**src/rtl/core_if_arbiter.sv**
```systemverilog
// -----------------------------------------------------------------------------
// core_if_arbiter
// N-port arbiter for the core memory protocol (req/gnt/rvalid/we/be/addr/
// wdata/rdata/err). Several masters share one slave port. Granted requests
// are remembered as port IDs in a small in-order FIFO, so each slave response
// is steered back to the master that issued it.
//
// Configuration macro:
//   CORE_ARB_FIXED_PRIO_EN  defined   -> fixed priority, port 0 highest
//                           undefined -> round-robin (default)
//
// m_gnt, m_rvalid, m_rdata, m_err and the slave request side are
// combinational, because the protocol needs a 0-cycle grant and a same-cycle
// response. They are also forced to 0 while rst_n is low, so every output
// clears as soon as reset asserts.
// -----------------------------------------------------------------------------
module core_if_arbiter #(
   parameter int N_PORTS   = 2,
   parameter int ADDR_W    = 32,
   parameter int DATA_W    = 32,
   parameter int MAX_OUTST = 2
) (
   input  logic                            clk,
   input  logic                            rst_n,
   // master side
   input  logic [N_PORTS-1:0]              m_req,
   output logic [N_PORTS-1:0]              m_gnt,
   output logic [N_PORTS-1:0]              m_rvalid,
   input  logic [N_PORTS-1:0]              m_we,
   input  logic [N_PORTS*(DATA_W/8)-1:0]   m_be,
   input  logic [N_PORTS*ADDR_W-1:0]       m_addr,
   input  logic [N_PORTS*DATA_W-1:0]       m_wdata,
   output logic [DATA_W-1:0]               m_rdata,
   output logic                            m_err,
   // slave side
   output logic                            s_req,
   output logic                            s_we,
   output logic [(DATA_W/8)-1:0]           s_be,
   output logic [ADDR_W-1:0]               s_addr,
   output logic [DATA_W-1:0]               s_wdata,
   input  logic                            s_gnt,
   input  logic                            s_rvalid,
   input  logic [DATA_W-1:0]               s_rdata,
   input  logic                            s_err,
   // status
   output logic                            protocol_err
);

   localparam int BE_W  = DATA_W / 8;
   localparam int ID_W  = $clog2(N_PORTS);
   localparam int PTR_W = (MAX_OUTST > 1) ? $clog2(MAX_OUTST) : 1;
   localparam int CNT_W = $clog2(MAX_OUTST + 1);

   typedef enum logic [0:0] {
      ST_ARB  = 1'b0,
      ST_HOLD = 1'b1
   } state_e;

   // FIFO pointer increment that wraps at MAX_OUTST-1, not at 2**PTR_W-1
   function automatic logic [PTR_W-1:0] ptr_inc(input logic [PTR_W-1:0] ptr);
      logic [PTR_W-1:0] nxt;
      if (ptr == PTR_W'(MAX_OUTST - 1)) begin
         nxt = '0;
      end else begin
         nxt = ptr + PTR_W'(1);
      end
      return nxt;
   endfunction

   // Port index increment that wraps at N_PORTS-1
   function automatic logic [ID_W-1:0] id_inc(input logic [ID_W-1:0] id);
      logic [ID_W-1:0] nxt;
      if (id == ID_W'(N_PORTS - 1)) begin
         nxt = '0;
      end else begin
         nxt = id + ID_W'(1);
      end
      return nxt;
   endfunction

   // ---------------------------------------------------------------------
   // Unpacked views of the master payload buses
   // ---------------------------------------------------------------------
   logic [ADDR_W-1:0] addr_arr_s  [N_PORTS];
   logic [DATA_W-1:0] wdata_arr_s [N_PORTS];
   logic [BE_W-1:0]   be_arr_s    [N_PORTS];

   for (genvar g = 0; g < N_PORTS; g++) begin : g_unpack
      assign addr_arr_s[g]  = m_addr[g*ADDR_W +: ADDR_W];
      assign wdata_arr_s[g] = m_wdata[g*DATA_W +: DATA_W];
      assign be_arr_s[g]    = m_be[g*BE_W +: BE_W];
   end

   // ---------------------------------------------------------------------
   // State
   // ---------------------------------------------------------------------
   state_e             state_r;
   state_e             state_nxt_s;
   logic [ID_W-1:0]    hold_id_r;
   logic [ID_W-1:0]    fifo_mem_r [MAX_OUTST];
   logic [PTR_W-1:0]   wr_ptr_r;
   logic [PTR_W-1:0]   rd_ptr_r;
   logic [CNT_W-1:0]   count_r;
   logic               protocol_err_r;

   logic               win_found_s;
   logic [ID_W-1:0]    win_id_s;
   logic [ID_W-1:0]    sel_id_s;
   logic               sel_valid_s;
   logic               can_issue_s;
   logic               s_req_s;
   logic               accept_s;
   logic               fifo_empty_s;
   logic               pop_s;
   logic [ID_W-1:0]    head_id_s;

`ifdef CORE_ARB_FIXED_PRIO_EN
   // Fixed priority: lowest-index requesting port wins
   always_comb begin
      win_found_s = 1'b0;
      win_id_s    = '0;
      for (int i = N_PORTS - 1; i >= 0; i--) begin
         if (m_req[ID_W'(i)]) begin
            win_found_s = 1'b1;
            win_id_s    = ID_W'(i);
         end else begin
            win_found_s = win_found_s;
         end
      end
   end
`else
   localparam int IDX_W = ID_W + 1;

   logic [ID_W-1:0]  rr_ptr_r;
   logic [IDX_W-1:0] sum_s;
   logic [IDX_W-1:0] cand_s;

   // Round-robin: first requesting port at or after rr_ptr_r, modulo N_PORTS
   always_comb begin
      win_found_s = 1'b0;
      win_id_s    = '0;
      sum_s       = '0;
      cand_s      = '0;
      for (int i = 0; i < N_PORTS; i++) begin
         sum_s  = {1'b0, rr_ptr_r} + IDX_W'(i);
         cand_s = (sum_s >= IDX_W'(N_PORTS)) ? (sum_s - IDX_W'(N_PORTS)) : sum_s;
         if (!win_found_s && m_req[cand_s[ID_W-1:0]]) begin
            win_found_s = 1'b1;
            win_id_s    = cand_s[ID_W-1:0];
         end else begin
            win_found_s = win_found_s;
         end
      end
   end

   // Round-robin pointer moves just past the port that was accepted
   always_ff @(posedge clk or negedge rst_n) begin
      if (!rst_n) begin
         rr_ptr_r <= '0;
      end else if (accept_s) begin
         rr_ptr_r <= id_inc(sel_id_s);
      end
   end
`endif

   // ---------------------------------------------------------------------
   // FSM: ARB picks a winner each cycle, HOLD freezes it until granted
   // ---------------------------------------------------------------------

   // FSM state register
   always_ff @(posedge clk or negedge rst_n) begin
      if (!rst_n) begin
         state_r <= ST_ARB;
      end else begin
         state_r <= state_nxt_s;
      end
   end

   // FSM next-state logic
   always_comb begin
      state_nxt_s = state_r;
      case (state_r)
         ST_ARB: begin
            if (s_req_s && !s_gnt) begin
               state_nxt_s = ST_HOLD;
            end else begin
               state_nxt_s = ST_ARB;
            end
         end
         ST_HOLD: begin
            // A held master that withdraws (contract breach) also releases HOLD
            if (accept_s || !sel_valid_s) begin
               state_nxt_s = ST_ARB;
            end else begin
               state_nxt_s = ST_HOLD;
            end
         end
         default: state_nxt_s = ST_ARB;
      endcase
   end

   // FSM output logic: which port drives the slave request this cycle
   always_comb begin
      sel_id_s    = win_id_s;
      sel_valid_s = win_found_s;
      case (state_r)
         ST_ARB: begin
            sel_id_s    = win_id_s;
            sel_valid_s = win_found_s;
         end
         ST_HOLD: begin
            sel_id_s    = hold_id_r;
            sel_valid_s = m_req[hold_id_r];
         end
         default: begin
            sel_id_s    = win_id_s;
            sel_valid_s = win_found_s;
         end
      endcase
   end

   // Latch the ARB winner when the slave stalls it
   always_ff @(posedge clk or negedge rst_n) begin
      if (!rst_n) begin
         hold_id_r <= '0;
      end else if (state_r == ST_ARB && s_req_s && !s_gnt) begin
         hold_id_r <= win_id_s;
      end
   end

   // A full FIFO blocks new requests even if a pop happens in the same cycle
   assign can_issue_s  = (count_r < CNT_W'(MAX_OUTST));
   assign s_req_s      = rst_n & sel_valid_s & can_issue_s;
   assign accept_s     = s_req_s & s_gnt;
   assign fifo_empty_s = (count_r == '0);
   assign pop_s        = rst_n & s_rvalid & ~fifo_empty_s;
   assign head_id_s    = fifo_mem_r[rd_ptr_r];

   // ---------------------------------------------------------------------
   // Slave request side
   // ---------------------------------------------------------------------

   // Slave request and payload from the selected port, zero when idle
   always_comb begin
      s_req   = s_req_s;
      s_we    = 1'b0;
      s_be    = '0;
      s_addr  = '0;
      s_wdata = '0;
      if (s_req_s) begin
         s_we    = m_we[sel_id_s];
         s_be    = be_arr_s[sel_id_s];
         s_addr  = addr_arr_s[sel_id_s];
         s_wdata = wdata_arr_s[sel_id_s];
      end else begin
         s_we    = 1'b0;
         s_be    = '0;
         s_addr  = '0;
         s_wdata = '0;
      end
   end

   // ---------------------------------------------------------------------
   // Master grant / response side
   // ---------------------------------------------------------------------

   // One-hot grant to the accepted port, same cycle as s_gnt
   always_comb begin
      m_gnt = '0;
      if (accept_s) begin
         m_gnt[sel_id_s] = 1'b1;
      end else begin
         m_gnt = '0;
      end
   end

   // One-hot response valid to the oldest outstanding issuer
   always_comb begin
      m_rvalid = '0;
      if (pop_s) begin
         m_rvalid[head_id_s] = 1'b1;
      end else begin
         m_rvalid = '0;
      end
   end

   assign m_rdata      = rst_n ? s_rdata : '0;
   assign m_err        = rst_n & s_err;
   assign protocol_err = protocol_err_r;

   // ---------------------------------------------------------------------
   // Outstanding-ID FIFO
   // ---------------------------------------------------------------------

   // ID storage: write the accepted port at the write pointer
   always_ff @(posedge clk or negedge rst_n) begin
      if (!rst_n) begin
         for (int i = 0; i < MAX_OUTST; i++) begin
            fifo_mem_r[i] <= '0;
         end
      end else if (accept_s) begin
         fifo_mem_r[wr_ptr_r] <= sel_id_s;
      end
   end

   // FIFO pointers and occupancy; push and pop may coincide
   always_ff @(posedge clk or negedge rst_n) begin
      if (!rst_n) begin
         wr_ptr_r <= '0;
         rd_ptr_r <= '0;
         count_r  <= '0;
      end else begin
         if (accept_s) begin
            wr_ptr_r <= ptr_inc(wr_ptr_r);
         end
         if (pop_s) begin
            rd_ptr_r <= ptr_inc(rd_ptr_r);
         end
         case ({accept_s, pop_s})
            2'b10:   count_r <= count_r + CNT_W'(1);
            2'b01:   count_r <= count_r - CNT_W'(1);
            default: count_r <= count_r;
         endcase
      end
   end

   // Sticky flag: slave answered with nothing outstanding
   always_ff @(posedge clk or negedge rst_n) begin
      if (!rst_n) begin
         protocol_err_r <= 1'b0;
      end else if (s_rvalid && fifo_empty_s) begin
         protocol_err_r <= 1'b1;
      end
   end

endmodule

```
**config.mk**
```make
export PLATFORM = sky130hd
export DESIGN_NAME = core_if_arbiter
export DESIGN_NICKNAME = d
export VERILOG_FILES = /design/src/rtl/core_if_arbiter.sv
export SDC_FILE = /design/constraint.sdc
export NUM_CORES = 1
export LEC_CHECK = 0
export ABC_AREA = 1
export BUFFER_PORTS_ARGS = -buffer_cell sky130_fd_sc_hd__buf_4
export CAP_MARGIN = 20
export CORE_AREA = 2 2 110 112
export DETAILED_ROUTE_END_ITERATION = 12
export DIE_AREA = 0 0 112 114
export SLEW_MARGIN = 10
export SYNTH_ARGS = -nofsm -noshare
export SYNTH_HDL_FRONTEND = slang
export SYNTH_SLANG_ARGS = --single-unit
```
**constraint.sdc**
```tcl
create_clock -name clk -period 2.75 [get_ports clk]
set_input_delay 0.4125 -clock clk [delete_from_list [all_inputs] [get_ports clk]]
set_output_delay 0.4125 -clock clk [all_outputs]
set_load 0.1 [all_outputs]
```
Yosys cells after proc, flatten, opt, wreduce, memory -nomap -nowiden
Index checks and enable logic that the tools add are counted.
{"block": "totals", "memories": 0, "ramBits": 0, "romBits": 0, "input_bits": 177, "ff_bits": 10, "out_inout_bits": 108, "wordCells": 107, "latchBits": 0}
{"block": "op_classes", "reduce_logical": 14, "n_shift": 0, "n_mux": 49, "addsub": 8, "n_div": 0, "n_mul": 0, "n_eq_ne": 2, "n_lt_le_gt_ge": 14, "n_bitwise": 11}
{"cell": "2-to-1 mux 32 bit", "n": 9}
{"cell": "2-to-1 mux 1 bit", "n": 26}
{"cell": "2-to-1 mux 4 bit", "n": 4}
{"cell": "less-than comparator 1 x 2 -> 1 bit (second input constant)", "n": 5}
{"cell": ">= comparator 2 bit (second input constant)", "n": 4}
{"cell": "logical AND 1 bit", "n": 8}
{"cell": "AND 1 bit", "n": 6}
{"cell": "inverter 1 -> 2 bit", "n": 3}
{"cell": "one-hot mux 1 bit (2 select lines)", "n": 3}
{"cell": "2-to-1 mux 2 bit", "n": 2}
{"cell": "one-hot mux 2 bit (2 select lines)", "n": 1}
{"cell": "adder 1 bit (second input constant)", "n": 3}
{"cell": "demux 1 bit (select 1 bit)", "n": 3}
{"cell": "zero test 1 bit", "n": 3}
{"cell": "adder 1 x 1 -> 2 bit (second input constant)", "n": 1}
{"cell": "adder 2 x 1 -> 2 bit (second input constant)", "n": 1}
{"cell": "bitwise mux 2 bit", "n": 1}
{"cell": "equality test 2 x 1 -> 1 bit (second input constant)", "n": 1}
{"cell": "equality test 2 bit (second input constant)", "n": 1}
{"cell": ">= comparator 1 bit (second input constant)", "n": 2}
{"cell": ">= comparator 1 x 2 -> 1 bit (second input constant)", "n": 1}
{"cell": "zero test 2 bit", "n": 1}
{"cell": "less-than comparator 2 x 1 -> 1 bit (second input constant)", "n": 1}
{"cell": "less-than comparator 2 bit (second input constant)", "n": 1}
{"cell": "other kinds (5)", "n": 7}

Logic depth before layout (Yosys ltp)
Gate-level depths: netlist (run 1).
{"block": "logic_depth", "depth_word": 15, "ltp_mapped": 9, "mapped_depth_nobuf": 8}

Worst setup path after synthesis (run 1)
No wires, ideal clock.
{"block": "synth_path", "path_kind": "input to output", "start": "in rst_n", "end": "out s_addr[7]", "n_path_buf": 2, "path_slack_ns": -0.246, "arrival_ns": 2.583, "stages": 6, "required_time_ns": 2.338, "path_cell_list": "buf_4 -> nand2_2 -> a21oi_4 -> buf_4 -> o21ai_0 -> nor2_1"}
{"block": "synth_between", "elab_chain_cells": 3}
{"item": "from (decl)", "line": "24", "source": "input logic rst_n,"}
{"item": "AND 1 bit (2 in a row)", "line": "233", "source": "assign s_req_s = rst_n & sel_valid_s & can_issue_s;"}
{"item": "net s_req", "line": "36", "source": "output logic s_req,"}
{"item": "2-to-1 mux 32 bit", "line": "250", "source": "if (s_req_s) begin"}
{"item": "to (decl)", "line": "39", "source": "output logic [ADDR_W-1:0] s_addr,"}
The timed path passes the listed nets, and every way through them passes these cells.

Worst setup path after layout (run 1)
{"block": "layout_path", "start": "reg state_r", "end": "out s_wdata[3]"}
{"block": "layout_between", "elab_chain_cells": 7, "elab_cells_between_ends": 10, "classes_between": "mux (6); bitwise (4)"}
{"item": "from (decl)", "line": "97", "source": "state_e state_r;"}
{"item": "from (signal assigned)", "line": "175", "source": "state_r <= state_nxt_s;"}
{"item": "inverter 1 bit", "line": "206", "source": "case (state_r)"}
{"item": "one-hot mux 1 bit (2 select lines)", "line": "206"}
{"item": "inverter 1 -> 2 bit (not written as such)", "line": "254", "source": "s_wdata = wdata_arr_s[sel_id_s];"}
{"item": "2-to-1 mux 32 bit (not written as such) (3 in a row)", "line": "254"}
{"item": "2-to-1 mux 32 bit (*)", "line": "250"}
{"item": "to (decl)", "line": "40", "source": "output logic [DATA_W-1:0] s_wdata,"}
Every way passes the cells marked *; elsewhere a longest branch is shown, timed or not. The select of a mux whose other input is x is not followed.

==> results of run 1 <==
per-stage QoR:
stage	instances	setup WS (ps)	cell area [um^2]	power (mW)
floorplan	376	12.8	1920	2.99
global placement	786	524	4180	3.77
detailed placement	786	492	4180	3.80
CTS	790	269	4270	4.10
global route	790	122	4270	4.26
finish	790	261	4270	4.08
final timing paths:
path / start / endpoint / slack, ps / cells after the start
min: rst_n / count_r[0] / 230 / 2
max reg2reg: state_r / wr_ptr_r / 1110 / 7
min reg2reg: fifo_mem_r[1] / fifo_mem_r[1] / 480 / 2
min in group clk: s_gnt / state_r / 430 / 2
max: state_r / s_wdata[3] / 260 / 7
max in group asynchronous: rst_n / rr_ptr_r / 2210 / 2
report_power, final:
part | switching, mW | internal [mW] | leakage (nW)
registers | 0.0374 | 0.207 | 0.121
clock network | 0.0761 | 0.219 | 0.0442
logic | 2.78 | 0.769 | 2.36
worst max-delay path, stage by stage, from the launching register on:
cell and delay (ps):
dfrtp_1 410, nand2_2 110, nand2_2 70, a21oi_4 340, buf_12 280, o21ai_0 170
nor2_2 110, buf_4 300
cell usage in the layout, fill, tap and decap left out, drive strengths merged:
cell type / instances
clkbuf: 4
inv: 49
dfrtp: 10
a31o: 1
o21ai: 74
a21oi: 2
xnor2: 1
nand2: 60
nand4: 5
buf: 289
nor2: 146
nand3: 2
sequential cells by signal, summed over array words and instances (netlist names):
| name | cells |
|---|---|
| state_r | 1 |
| hold_id_r | 1 |
| rd_ptr_r | 1 |
| rr_ptr_r | 1 |
| count_r | 2 |
| fifo_mem_r | 2 |
| wr_ptr_r | 1 |
| protocol_err | 1 |
area by class of cell:
cell class	instances	area, um^2	area share, %
Inverter	49	184	4.31
Clock buffer	4	88.8	2.08
Sequential cell	10	250	5.86
Tap cell	147	184	4.31
Multi-Input combinational cell	291	1350	31.7
Timing Repair Buffer	289	2210	51.7
cell families after synthesis:
family	synth area share, %
AOI/OAI and AO/OA	22.3
xor gates and xnor gates	0.487
DFF	13.9
and+or+nand+nor	46.0
buffers and inverters	17.4
metal layers:
metal  global-route usage (%)  part of all wire, %
met1                     16.7                   39
met2                     24.2                   52
met3                     2.13                  8.6
met4                     2.03                 0.18
met5                        0                    0
==> results.json, run 1 <==
{
  "status": "finished clean",
  "drive_gt1_share_pct": 54.1,
  "grt_overflow": 0,
  "diodes": 0,
  "max_freq_mhz": 402,
  "finalCriticalPeriod_ps": 2490,
  "firstDrtPassIters": 4,
  "synth_top_area_share_pct": 30.5,
  "grt_max_degree": 72,
  "cts_max_level": 1,
  "ys.flop_type": "dfrtp_1",
  "maxCapViolations": 0,
  "relSlewSlack_pct": 70.0,
  "dr_total_vias": 3292,
  "ys_seq_elements": 10,
  "numClockSinks": 10,
  "gp_congestion": 0.798,
  "ys.warnings.count": 0,
  "start_util_pct": 15.4,
  "setup_viol": 0,
  "syn-num-nets": 553,
  "cts-buffers-inserted": 3,
  "tightest_slew_ps": 451,
  "p_leak_nw": 2.52,
  "ctsHoldBuffers": 0,
  "clock-root-buffer": "clkbuf_16",
  "grt_pass1_wl_um": 14300,
  "insertion_delay_ps": 240,
  "synth_edf_count": 0,
  "worst-setup-path-type": "reg -> out",
  "rsz0062_at_grt": "false",
  "ys_types": 18,
  "syn-cell-area_um2": 1800,
  "postSynthCellCount": 376,
  "post-dp-hpwl_um": 7740,
  "ant_nets": 0,
  "whs_ps": 226,
  "post-route-drc-count": 0,
  "period_share_pct": 90.5,
  "avgSynthCellArea_um2": 4.79,
  "ir_drop_mv": 0.458,
  "cp-start-kind": "flip-flop",
  "antenna_found_initial": 0,
  "postCtsSetupBuffers": 0,
  "rows": 40,
  "tns_ps": 0,
  "worst_hold_path_type": "in -> async",
  "endpoint_kind": "primary output",
  "areaGrowthSynthToFinish_pct": 137,
  "clock_path_buffers": 2,
  "fin_skew_ps": 3.25,
  "die_h_um": 114,
  "ctsResizeCount": 0,
  "synth_top_area_cell": "nor2_1",
  "grt_pass1_vias": 2927,
  "portBuffers": 284,
  "slew_violations": 0,
  "final_util_pct": 36.4,
  "hold_viol_final": 0,
  "power.density_nw_per_um2": 957,
  "drt_iter0_markers": 141,
  "critPathMaxFanout": 62,
  "grt.total_usage_pct": 13.2,
  "vias_per_cell": 4.17,
  "ys_top_cells_by_area": "nor2_1 30%, o21ai_0 15%, dfrtp_1 14%",
  "coreArea_um2": 11700,
  "synth-seq-area-share_pct": 13.9,
  "fillCellCount": 1274,
  "wl_per_cell_um": 12.2,
  "fin_nets": 821,
  "chipWidth_um": 112,
  "worstPathRequired_ps": 2340,
  "post-synth-top-count-cell": "nor2_1",
  "ys_top_cells_by_count": "146 x nor2_1, 55 x nand2_1, 53 x o21ai_0",
  "io_pins": 285,
  "clk_pin_slew_ps": 40,
  "drt_wl_total_um": 9620,
  "synthArstFlopShare_pct": 100,
  "crit_arrival_ps": 2080,
  "dieArea_um2": 12800,
  "cts_tree": "done"
}
Note: power is estimated with default switching activity, not from simulation.
==> run 2: changes to the inputs <==
--- a/config.mk
+++ b/config.mk
@@ -8,9 +8,9 @@
 export ABC_AREA = 1
 export BUFFER_PORTS_ARGS = -buffer_cell sky130_fd_sc_hd__buf_4
 export CAP_MARGIN = 20
-export CORE_AREA = 2 2 110 112
+export CORE_AREA = 2 2 112 114
 export DETAILED_ROUTE_END_ITERATION = 12
-export DIE_AREA = 0 0 112 114
+export DIE_AREA = 0 0 114 116
 export SLEW_MARGIN = 10
 export SYNTH_ARGS = -nofsm -noshare
 export SYNTH_HDL_FRONTEND = slang
==> constraint.sdc (replaced) <==
create_clock -name clk -period 2.06 [get_ports clk]
set_input_delay 0.309 -clock clk [delete_from_list [all_inputs] [get_ports clk]]
set_output_delay 0.309 -clock clk [all_outputs]
set_load 0.1 [all_outputs]
==> run 2 against run 1 <==
Net effect: the flow now finishes with violations (setup timing); clock-buffer cell count is the same; final area is 43% higher; via count rose by 8.9%; first-iteration DRC count increased by 11%; register-to-register slack worse by 400 ps; die area up 3.6%; final cell count grew 2.8%; sequential power increased by 33%; largest cell class unchanged; highest routed layer unchanged.
==> results.json, run 2 (synthesis gave the netlist of run 1 again) <==
{
  "critPathMaxFanout": 7,
  "worstPathRequired_ps": 1750,
  "crit_buf_inv": 3,
  "grt.total_usage_pct": 14.1,
  "status": "finished, violations left",
  "cts_tree": "done",
  "drive_gt1_share_pct": 67.5,
  "rsz0062_at_grt": "true",
  "vias_per_cell": 4.42,
  "drt_iter0_markers": 156,
  "ctsHoldBuffers": 0,
  "start_util_pct": 15.1,
  "largestRegisters": "count_r: 2 flops, fifo_mem_r: 2 flops",
  "post-route-drc-count": 0,
  "portBuffers": 284,
  "hold_viol_final": 0,
  "period_share_pct": 103,
  "reg2regPathDepth": 7,
  "wl_per_cell_um": 15.5,
  "drt_wl_total_um": 12600,
  "worst-setup-path-type": "reg -> out",
  "endpoint_kind": "primary output",
  "post-place-ws_ps": 119,
  "worst_hold_path_type": "in -> async",
  "areaGrowthSynthToFinish_pct": 240,
  "relSlewSlack_pct": 76.3,
  "dr_total_vias": 3585,
  "dpl_cell_area_um2": 4650,
  "layout_commonest_cell": "buf_4",
  "final_cell_mix": "222 x buf_4, 72 x buf_12, 68 x nor2_4, 61 x nor2_1, 55 x nand2_1",
  "rows": 40,
  "stdcell_area_um2": 6110,
  "post-dp-hpwl_um": 8180,
  "path_delay_family": "buffers and inverters",
  "grt_pass1_vias": 3367,
  "fin_nets": 843,
  "power_mw": 7.59,
  "firstDrtPassIters": 4,
  "grt_max_degree": 61,
  "antenna_found_initial": 0,
  "violations": "setup timing",
  "slew_violations": 0,
  "regToRegStartpoint": "state_r",
  "grt_pass1_wl_um": 15400,
  "cts-buffers-inserted": 3,
  "maxCapViolations": 0,
  "ant_nets": 0,
  "gp_congestion": 0.742,
  "cp-start-kind": "flip-flop",
  "io_pins": 285,
  "numClockSinks": 10,
  "power.density_nw_per_um2": 1240,
  "setup_viol": 52,
  "final_util_pct": 51.3,
  "crit_chain": "nand2_2, nand2_2, a21oi_4, buf_12, clkbuf_16, o21ai_2, nor2_4, buf_12",
  "tightest_slew_ps": 352,
  "clk_pin_slew_ps": 40,
  "die_h_um": 116,
  "fillCellCount": 1075,
  "crit_arrival_ps": 1810,
  "chipWidth_um": 114,
  "dp_cells": 792,
  "ir_drop_mv": 0.670,
  "insertion_delay_ps": 240,
  "final.setup.worst_slack_ps": -62.9,
  "p_leak_nw": 2.98,
  "critPathSlowestCell": "dfrtp_1",
  "rrSetupSlack_ps": 710,
  "fin_skew_ps": 5.66,
  "cts_max_level": 1,
  "dieArea_um2": 13200,
  "worstReg2RegEnd": "fifo_mem_r[1]",
  "finalCriticalPeriod_ps": 2120,
  "fin_cells": 812,
  "coreArea_um2": 11900,
  "max_freq_mhz": 471,
  "diodes": 0,
  "clock_path_buffers": 2,
  "grt_overflow": 0,
  "max_stage_delay_ps": 410,
  "clock-root-buffer": "clkbuf_16"
}
## run 2: worst max-delay path by stage
stage | to | cells after the start | slack [ps] | start
after global routing | s_addr[25] | 8 | -130 | state_r
final | s_wdata[7] | 8 | -60 | state_r
after CTS | s_wdata[4] | 7 | -50 | state_r
after global placement | s_wdata[4] | 7 | 140 | state_r
after floorplan | s_addr[7] | 6 | -230 | state_r
after detailed placement | s_wdata[4] | 7 | 120 | state_r
## run 2: worst reg2reg max path, cell delays in order, from the launching register on
cell       delay, ps
dfrtp_1          410
nand2_2          120
nand2_2           80
a21oi_4          210
buf_4            170
clkbuf_16        160
nand4_1           80
nand2_1           60
## run 2: cell type report
class                      instances  area, um^2  share of cell area, %
sequential                        10         250                   4.09
timing repair buffer             311        3430                   56.0
tap                              147         184                   3.01
inverter                          49         189                   3.09
multi-input combinational        291        1980                   32.3
clock buffer                       4        88.8                   1.45
## run 2: what timing repair did
| action | in CTS | in global routing |
|---|---|---|
| cloned | 0 | 10 |
| gates resized for setup | 141 | 175 |
| endpoints found under the setup margin | 68 | 71 |
| pin swaps | 0 | 18 |
| buffers inserted | 0 | 6 |
## run 2: power by group
part           leakage, nW  internal [mW]  switching [mW]  total [mW]
combinational         2.81           2.37            4.51        6.88
clock               0.0442          0.292          0.0961       0.389
sequential           0.121          0.277          0.0501       0.327
## run 2: metal layers
layer / part of all wire, % / global-route usage (%)
met3: 8.5 / 2.41
met1: 36 / 15.1
met4: 1.7 / 3.01
met5: 0 / 0
met2: 53 / 28.6
## run 2: metrics by stage
step	setup TNS [ps]	hold slack (ps)
2_1_floorplan	-232	13.4
3_3_place_gp	0	263
3_5_place_dp	0	265
4_1_cts	-1080	14.5
5_1_grt	-5440	19.1
6_report	-1550	9.65
